==> config.mk <==
export PLATFORM = sky130hd
export DESIGN_NAME = mcu_scoreboard
export DESIGN_NICKNAME = d
export VERILOG_FILES = /design/src/rtl/mcu_pkg.sv /design/src/rtl/mcu_scoreboard.sv
export SDC_FILE = /design/constraint.sdc
export NUM_CORES = 1
export LEC_CHECK = 0
export CAP_MARGIN = 20
export CORE_AREA = 3 3 99 101
export CTS_CLUSTER_DIAMETER = 40
export DETAILED_ROUTE_END_ITERATION = 8
export DIE_AREA = 0 0 102 104
export GPL_TIMING_DRIVEN = 0
export HOLD_SLACK_MARGIN = 0.08
export PLACE_DENSITY = 0.73
export RECOVER_POWER = 50
export SETUP_SLACK_MARGIN = 0.5
export SYNTH_ARGS = -nofsm -noshare
export SYNTH_HDL_FRONTEND = slang
export SYNTH_SLANG_ARGS = --single-unit
==> constraint.sdc <==
create_clock -name clk -period 3.6 [get_ports clk]
set_input_delay 0.72 -clock clk [delete_from_list [all_inputs] [get_ports clk]]
set_output_delay 0.72 -clock clk [all_outputs]
set_load 0.01 [all_outputs]
==> src/rtl/mcu_pkg.sv <==
// Shared register-file definitions for the control-processor pipeline.
package mcu_pkg;
  localparam int REG_ADDR_W = 5;
  localparam int NUM_REGS   = 32;

  typedef logic [REG_ADDR_W-1:0] reg_idx_t;

  function automatic logic [NUM_REGS-1:0] reg_bit(input reg_idx_t idx);
    return {{(NUM_REGS-1){1'b0}}, 1'b1} << idx;
  endfunction
endpackage

==> src/rtl/mcu_scoreboard.sv <==
// Register scoreboard: tracks destinations of in-flight long-latency ops and
// holds decode on RAW/WAW hazards or when the outstanding-op budget is full.
module mcu_scoreboard
  import mcu_pkg::*;
#(
  parameter int MAX_PEND    = 4,
  parameter int STALL_CNT_W = 16
) (
  input  logic                   clk,
  input  logic                   rst_n,
  input  logic                   issue_valid,
  input  logic [4:0]             issue_rs1,
  input  logic [4:0]             issue_rs2,
  input  logic                   issue_uses_rs1,
  input  logic                   issue_uses_rs2,
  input  logic [4:0]             issue_rd,
  input  logic                   issue_writes_rd,
  input  logic                   issue_long,
  input  logic                   wb_valid,
  input  logic [4:0]             wb_rd,
  output logic                   stall_decode,
  output logic [31:0]            pending_mask,
  output logic [3:0]             outstanding,
  output logic [STALL_CNT_W-1:0] stall_cycles,
  output logic                   sb_error
);
  localparam logic [3:0] MAX_PEND_C = 4'(MAX_PEND);

  logic [NUM_REGS-1:0]    r_pending;
  logic [3:0]             r_cnt;
  logic [STALL_CNT_W-1:0] r_stall_cnt;
  logic                   r_err;

  logic [NUM_REGS-1:0] w_wb_clr;
  logic [NUM_REGS-1:0] w_eff;
  logic [NUM_REGS-1:0] w_set;
  logic [NUM_REGS-1:0] w_pending_nxt;
  logic                w_raw1, w_raw2, w_waw, w_full;
  logic                w_stall, w_accept, w_inc, w_dec, w_err;
  logic [3:0]          w_cnt_eff;

  // Writeback in the same cycle is forwarded, so it no longer blocks consumers.
  assign w_wb_clr = wb_valid ? reg_bit(wb_rd) : '0;
  assign w_eff    = r_pending & ~w_wb_clr;

  assign w_raw1 = issue_uses_rs1  & (issue_rs1 != '0) & w_eff[issue_rs1];
  assign w_raw2 = issue_uses_rs2  & (issue_rs2 != '0) & w_eff[issue_rs2];
  assign w_waw  = issue_writes_rd & (issue_rd  != '0) & w_eff[issue_rd];

  // A spurious writeback at zero count never frees a slot.
  assign w_dec     = wb_valid & (r_cnt != '0);
  assign w_cnt_eff = r_cnt - {3'b000, w_dec};
  assign w_full    = issue_long & (w_cnt_eff == MAX_PEND_C);

  assign w_stall  = rst_n & issue_valid & (w_raw1 | w_raw2 | w_waw | w_full);
  assign w_accept = issue_valid & ~w_stall;
  assign w_inc    = w_accept & issue_long;

  assign w_set = (w_inc & issue_writes_rd & (issue_rd != '0)) ? reg_bit(issue_rd) : '0;
  assign w_pending_nxt = ((r_pending & ~w_wb_clr) | w_set) & ~{{(NUM_REGS-1){1'b0}}, 1'b1};

  assign w_err = wb_valid & ((r_cnt == '0) | ((wb_rd != '0) & ~r_pending[wb_rd]));

  always_ff @(posedge clk or negedge rst_n) begin
    if (!rst_n) begin
      r_pending   <= '0;
      r_cnt       <= '0;
      r_stall_cnt <= '0;
      r_err       <= 1'b0;
    end else begin
      r_pending <= w_pending_nxt;
      r_cnt     <= r_cnt + {3'b000, w_inc} - {3'b000, w_dec};
      if (w_stall && (r_stall_cnt != '1))
        r_stall_cnt <= r_stall_cnt + 1'b1;
      if (w_err)
        r_err <= 1'b1;
    end
  end

  assign stall_decode = w_stall;
  assign pending_mask = r_pending;
  assign outstanding  = r_cnt;
  assign stall_cycles = r_stall_cnt;
  assign sb_error     = r_err;
endmodule

=== Word level (Yosys, flattened, before mapping) ===
Cells that the tools add are included.

* Register bits: 52
* Output and inout bits: 54
* Logic and storage cells: 58

* $add $sub $neg: 4
* $lt $le $gt $ge: 4
* Equal/unequal tests: 2
* Shift-type cells: 2
* Mux-type cells: 10
* Bitwise operators: 25
* Reductions and logical operators: 7

{| class="wikitable"
|+ Operators with widths
! kind !! number
|-
| $mux 32 || 2
|-
| $shl 1x5->32 const A || 2
|-
| $and 32x32->32 || 1
|-
| $not 32->32 || 1
|-
| $or 32x32->32 || 1
|-
| $lt 5x6->1 const B || 4
|-
| $bmux 1 s5 || 4
|-
| $reduce_bool 5->1 || 4
|-
| $add 16x1->16 const B || 1
|-
| $and 1x1->1 || 16
|-
| $ne 16x16->1 const B || 1
|-
| $sub 4x1->4 || 2
|-
| $add 4x1->4 || 1
|-
| $eq 4x3->1 const B || 1
|-
| $logic_not 4->1 || 1
|-
| $mux 1 || 4
|-
| $or 1x1->1 || 4
|-
| $reduce_bool 4->1 || 1
|-
| $not 1->1 || 2
|-
| $logic_and 1x1->1 || 1
|}

=== Logic depth before layout (Yosys ltp) ===
* Depth after elaboration: 18
* Gate-level depth with buffers: 20

=== Least setup slack after synthesis ===
Ideal clock, no wire load.

* Path type: input to register
* Start: in wb_rd[1]
* End: reg r_cnt[2] (netlist: outstanding[2])
* Library setup time: 0.123 ns
* Arrival time: 4.032 ns
* Slack: -0.554 ns
* Stages on the path: 16
* Path buffers: 2
* Cell sequence: buf_2 > or4b_1 > buf_2 > o21ai_0 > mux2i_1 > a221oi_2 > a211o_1 > a21oi_1 > a2111oi_4 > inv_1 > ha_1 > inv_1 > ha_1 > inv_1 > fa_1 > xor2_1

* Word-level cells in the longest chain between the ends: 16
* Elaborated cells on any way between the ends: 22
* Classes of those cells: 2 x add/sub; 1 x shift; 7 x mux; 12 x bitwise

{| class="wikitable"
|+ Ends and longest elaborated chain
! item !! line !! text
|-
| start, declared || mcu_scoreboard.sv:20 || <nowiki>input logic [4:0] wb_rd,</nowiki>
|-
| $shl 1x5->32 * || mcu_pkg.sv:9 || <nowiki>return {{(NUM_REGS-1){1'b0}}, 1'b1} << idx;</nowiki>
|-
| $mux 32 * || mcu_scoreboard.sv:43 || <nowiki>assign w_wb_clr = wb_valid ? reg_bit(wb_rd) : '0;</nowiki>
|-
| $not 32->32 * || mcu_scoreboard.sv:44 || <nowiki>assign w_eff = r_pending & ~w_wb_clr;</nowiki>
|-
| $and 32x32->32 * || mcu_scoreboard.sv:44 ||
|-
| $bmux 1 s5 (on tied branches) || mcu_scoreboard.sv:46, mcu_scoreboard.sv:47 ||
|-
| $mux 1 (on tied branches) || mcu_scoreboard.sv:46, mcu_scoreboard.sv:47 ||
|-
| $and 1x1->1 (on tied branches) || mcu_scoreboard.sv:46, mcu_scoreboard.sv:47 ||
|-
| $or 1x1->1 || mcu_scoreboard.sv:55 || <nowiki>assign w_stall = rst_n & issue_valid & (w_raw1 | w_raw2 | w_waw | w_full);</nowiki>
|-
| $or 1x1->1 * (2 in a row) || mcu_scoreboard.sv:55 ||
|-
| $and 1x1->1 * || mcu_scoreboard.sv:55 ||
|-
| $not 1->1 * || mcu_scoreboard.sv:56 || <nowiki>assign w_accept = issue_valid & ~w_stall;</nowiki>
|-
| $and 1x1->1 * || mcu_scoreboard.sv:56 ||
|-
| $and 1x1->1 * || mcu_scoreboard.sv:57 || <nowiki>assign w_inc = w_accept & issue_long;</nowiki>
|-
| $add 4x1->4 * || mcu_scoreboard.sv:72 || <nowiki>r_cnt <= r_cnt + {3'b000, w_inc} - {3'b000, w_dec};</nowiki>
|-
| $sub 4x1->4 * || mcu_scoreboard.sv:72 ||
|-
| end signal, assigned || mcu_scoreboard.sv:72 ||
|-
| end, declared || mcu_scoreboard.sv:30 || <nowiki>logic [3:0] r_cnt;</nowiki>
|}

Mark *: on every way between the ends. The rest lies on a longest branch, timed or not. The select of a mux whose other input is x is not followed.
A chain may end at the register's enable or synchronous reset.

=== Worst setup path in the final report ===
* Start: in wb_rd[2]
* End: out stall_decode

* Word-level cells in the longest chain between the ends: 11
* Elaborated cells on any way between the ends: 17
* Classes of those cells: 1 x shift; 7 x mux; 9 x bitwise

{| class="wikitable"
|+ Ends and longest elaborated chain
! item !! line !! text
|-
| $shl 1x5->32 * || mcu_pkg.sv:9 ||
|-
| $mux 32 * || mcu_scoreboard.sv:43 ||
|-
| $not 32->32 * || mcu_scoreboard.sv:44 ||
|-
| $and 32x32->32 * || mcu_scoreboard.sv:44 ||
|-
| $bmux 1 s5 (on tied branches) || mcu_scoreboard.sv:46, mcu_scoreboard.sv:47 ||
|-
| $mux 1 (on tied branches) || mcu_scoreboard.sv:46, mcu_scoreboard.sv:47 ||
|-
| $and 1x1->1 (on tied branches) || mcu_scoreboard.sv:46, mcu_scoreboard.sv:47 ||
|-
| $or 1x1->1 || mcu_scoreboard.sv:55 ||
|-
| $or 1x1->1 * (2 in a row) || mcu_scoreboard.sv:55 ||
|-
| $and 1x1->1 * || mcu_scoreboard.sv:55 ||
|-
| end, declared || mcu_scoreboard.sv:21 || <nowiki>output logic stall_decode,</nowiki>
|}

Marked as above.

==> impl_metrics.env <==
export IMPL_status="finished, violations left"
export IMPL_failed_checks="negative setup slack"
export IMPL_hold_start="sb_error"
export IMPL_fin_area_sq_mm=0.00602
export IMPL_max_slew_margin_pct=25.0
export IMPL_place_congestion=0.971
export IMPL_synth_area_leaders="dfrtp_1 32%, mux4_2 8.9%, mux2i_1 4.2%, xor2_1 4.1%, o21ai_1 4.1%"
export IMPL_postPlaceCellArea_sq_mm=0.00495
export IMPL_initial_utilization_pct=44.4
export IMPL_clk_path_buf_depth=2
export IMPL_leakage_nw=2.56
export IMPL_grt_overflow=0
export IMPL_crit_arrival_ns=3.17
export IMPL_grt_max_degree=38
export IMPL_skew_ns=0.00959
export IMPL_port_buffers=69
export IMPL_crit_fanout=10
export IMPL_critPathSlowestCell="nor4b_4"
export IMPL_route_detailed_drc=0
export IMPL_antenna_found_initial=0
export IMPL_ys_seq_area_share_pct=32.1
export IMPL_fp_row_count=35
export IMPL_fmax_mhz=257
export IMPL_dieArea_sq_mm=0.0106
export IMPL_clk_pin_slew_ns=0.09
export IMPL_cts_max_level=2
export IMPL_syn_instance_count=435
export IMPL_finalHoldViolations=0
export IMPL_root_buffer="clkbuf_8"
export IMPL_fin_nets=584
export IMPL_ys_warn_count=0
export IMPL_routed_wl_mm=15.0
export IMPL_drive_gt1_share_pct=34.0
export IMPL_firstDrtPassIters=6
export IMPL_crit_type="primary input to output port"
export IMPL_vias=4356
export IMPL_cp_end_kind="output port"
export IMPL_synth_top_area_share_pct=32.1
export IMPL_diodes=0
export IMPL_cts_tree="yes"
export IMPL_setup_viol=4
export IMPL_min_period_ns=3.89
export IMPL_rsz0062_at_grt="yes"
export IMPL_required_ns=2.88
export IMPL_core_area_sq_mm=0.00911
export IMPL_worst_pin_slew_ns=1.12
export IMPL_whs_ns=0.477
export IMPL_dp_hpwl_mm=10.1
export IMPL_drv_slew=0
export IMPL_clk_latency_ns=0.31
export IMPL_syn_area_sq_mm=0.00405
export IMPL_die_w_microns=102
export IMPL_clkSinkCount=52
export IMPL_area_growth_pct=48.8
export IMPL_crit_start="wb_rd[2]"
export IMPL_r2r_start="outstanding[2]"
export IMPL_worstSetupStartpointType="primary input"
export IMPL_grt_pass1_wl_mm=22.6
export IMPL_vias_per_cell=6.62
export IMPL_peakVddDrop_v=0.000341
export IMPL_hp_class="register to register"
export IMPL_grt_usage_pct=26.9
export IMPL_syn_avg_cell_area_sq_um=9.30
export IMPL_syn_num_nets=473
export IMPL_yosysTopAreaCell="dfrtp_1"
export IMPL_ios=82
export IMPL_wire_per_inst_microns=22.7
export IMPL_maxCapViolations=0
export IMPL_synthFlopType="dfrtp_1"
export IMPL_ys_seq_elements=52
export IMPL_synth_enable_flop_cells=0
export IMPL_drt_iter0_drc=479
export IMPL_finalCritPeriodShare_pct=108
export IMPL_cts_inserted_buffers=5
export IMPL_critical_path_most_common_cell="o21ai_4"
export IMPL_critical_path_max_stage_delay_ns=0.36
export IMPL_antenna_left=0
export IMPL_crit_chain="clkdlybuf4s15_1 -> or2_4 -> buf_8 -> o21ai_4 -> mux4_2 -> o21ai_4 -> nor4b_4 -> o21ai_1 -> o211ai_1 -> buf_4 -> inv_2 -> buf_6"
export IMPL_grt_pass1_vias=4365
export IMPL_hold_buffers=0
export IMPL_die_h_microns=104
export IMPL_p_per_area_mw_per_mm2=379
export IMPL_final_setup_worst_slack_ns=-0.289
export IMPL_async_reset_ff_share_pct=100
export IMPL_yosys_cell_types_count=63
cell usage in the layout, fill, tap and decap left out, drive strengths merged, types with 18 or more instances in the layout:
master         Yosys  routed
inv               18      18
nor2              26      26
xor2              19      19
dlygate4sd3        0      24
o21ai             65      65
clkbuf            15      24
clkdlybuf4s50      0      35
dfrtp             52      52
nand2             25      25
buf               16      52
worst max-delay path: cells and delay by family:
family,cells,cell delay [ns]
and+or+nand+nor,2,0.67
buffers and inverters,5,0.73
muxes,1,0.32
AOI/OAI and AO/OA,4,0.70
path summary, 6_finish.rpt:
kind	cells after the start	endpoint	slack [ns]
worst max-delay path	12	stall_decode	-0.29
worst min register to register	1	sb_error	0.48
worst max register to register	20	outstanding[1]	-0.08
max in group asynchronous	2	pending_mask[5]	2.25
min in group asynchronous	1	outstanding[2]	0.60
worst min-delay path	1	sb_error	0.48
Yosys cell counts, types with 7 or more instances:
| master | n |
|---|---|
| buf_2 | 11 |
| clkbuf_1 | 15 |
| dfrtp_1 | 52 |
| ha_1 | 9 |
| inv_1 | 18 |
| mux2_2 | 7 |
| mux2i_1 | 17 |
| mux4_2 | 16 |
| nand2_1 | 25 |
| nand2b_1 | 12 |
| nand3_1 | 8 |
| nand4_1 | 8 |
| nor2_1 | 26 |
| nor2b_1 | 8 |
| nor3_1 | 11 |
| o211ai_1 | 11 |
| o21ai_0 | 32 |
| o21ai_1 | 33 |
| xor2_1 | 19 |
area by class of cell:
type / count / area (sq um)
buffer: 31 / 234
clock inverter: 3 / 42.5
clock buffer: 5 / 68.8
fill: 718 / 3080
inverter: 18 / 70.1
timing repair buffer: 104 / 1030
sequential: 52 / 1300
multi-input combinational: 334 / 3130
tap: 111 / 139
state kept, by name, indices dropped and copies added, names as in the netlist:
register and flops:
outstanding 4, sb_error 1, stall_cycles 16, pending_mask 31
through the flow:
step / total power, mW / std cells / worst slack (ns) / setup TNS, ns / util [%]
final: 2.28 / 658 / -0.289 / -0.653 / 66.1
after global routing: 2.41 / 658 / -0.348 / -1.05 / 66.1
after CTS: 2.19 / 643 / -0.259 / -0.857 / 61.1
after detailed placement: 1.67 / 616 / -1.98 / -63.48 / 54.3
after global placement: 1.64 / 615 / -1.90 / -59.64 / 54.1
after floorplan: 1.28 / 435 / -0.514 / -1.50 / -
timing repair:
item                                    4_1_cts  5_1_grt
buffers inserted                             19       13
pin swaps                                    22       29
endpoints found under the setup margin       52       52
cloned                                        0        2
resized for setup                           130       81
metal layers:
metal | share of wire, % | vias up | wire, microns | GRT usage [%]
li1 | - | 1859 | - | -
met1 | 37 | 2120 | 5580 | 35.6
met2 | 48 | 311 | 7180 | 42.8
met3 | 11 | 66 | 1620 | 5.70
met4 | 3.9 | 0 | 588 | 10.3
met5 | 0 | - | 0 | 0
report_power, final:
group | internal (mW) | switching (mW) | leakage [nW]
combinational | 0.530 | 0.526 | 1.82
sequential | 0.681 | 0.132 | 0.688
clock | 0.206 | 0.204 | 0.0541
total | 1.42 | 0.863 | 2.56
logic make-up after synthesis:
group                      synth area share, %
AOI/OAI and AO/OA                         19.6
xor gates and xnor gates                  4.54
adders and majority gates                 3.28
buffers and inverters                     4.98
DFF                                       32.1
muxes                                     15.1
other                                   0.0926
and+or+nand+nor                           20.3
No activity file was read; power rests on OpenSTA's default activity.
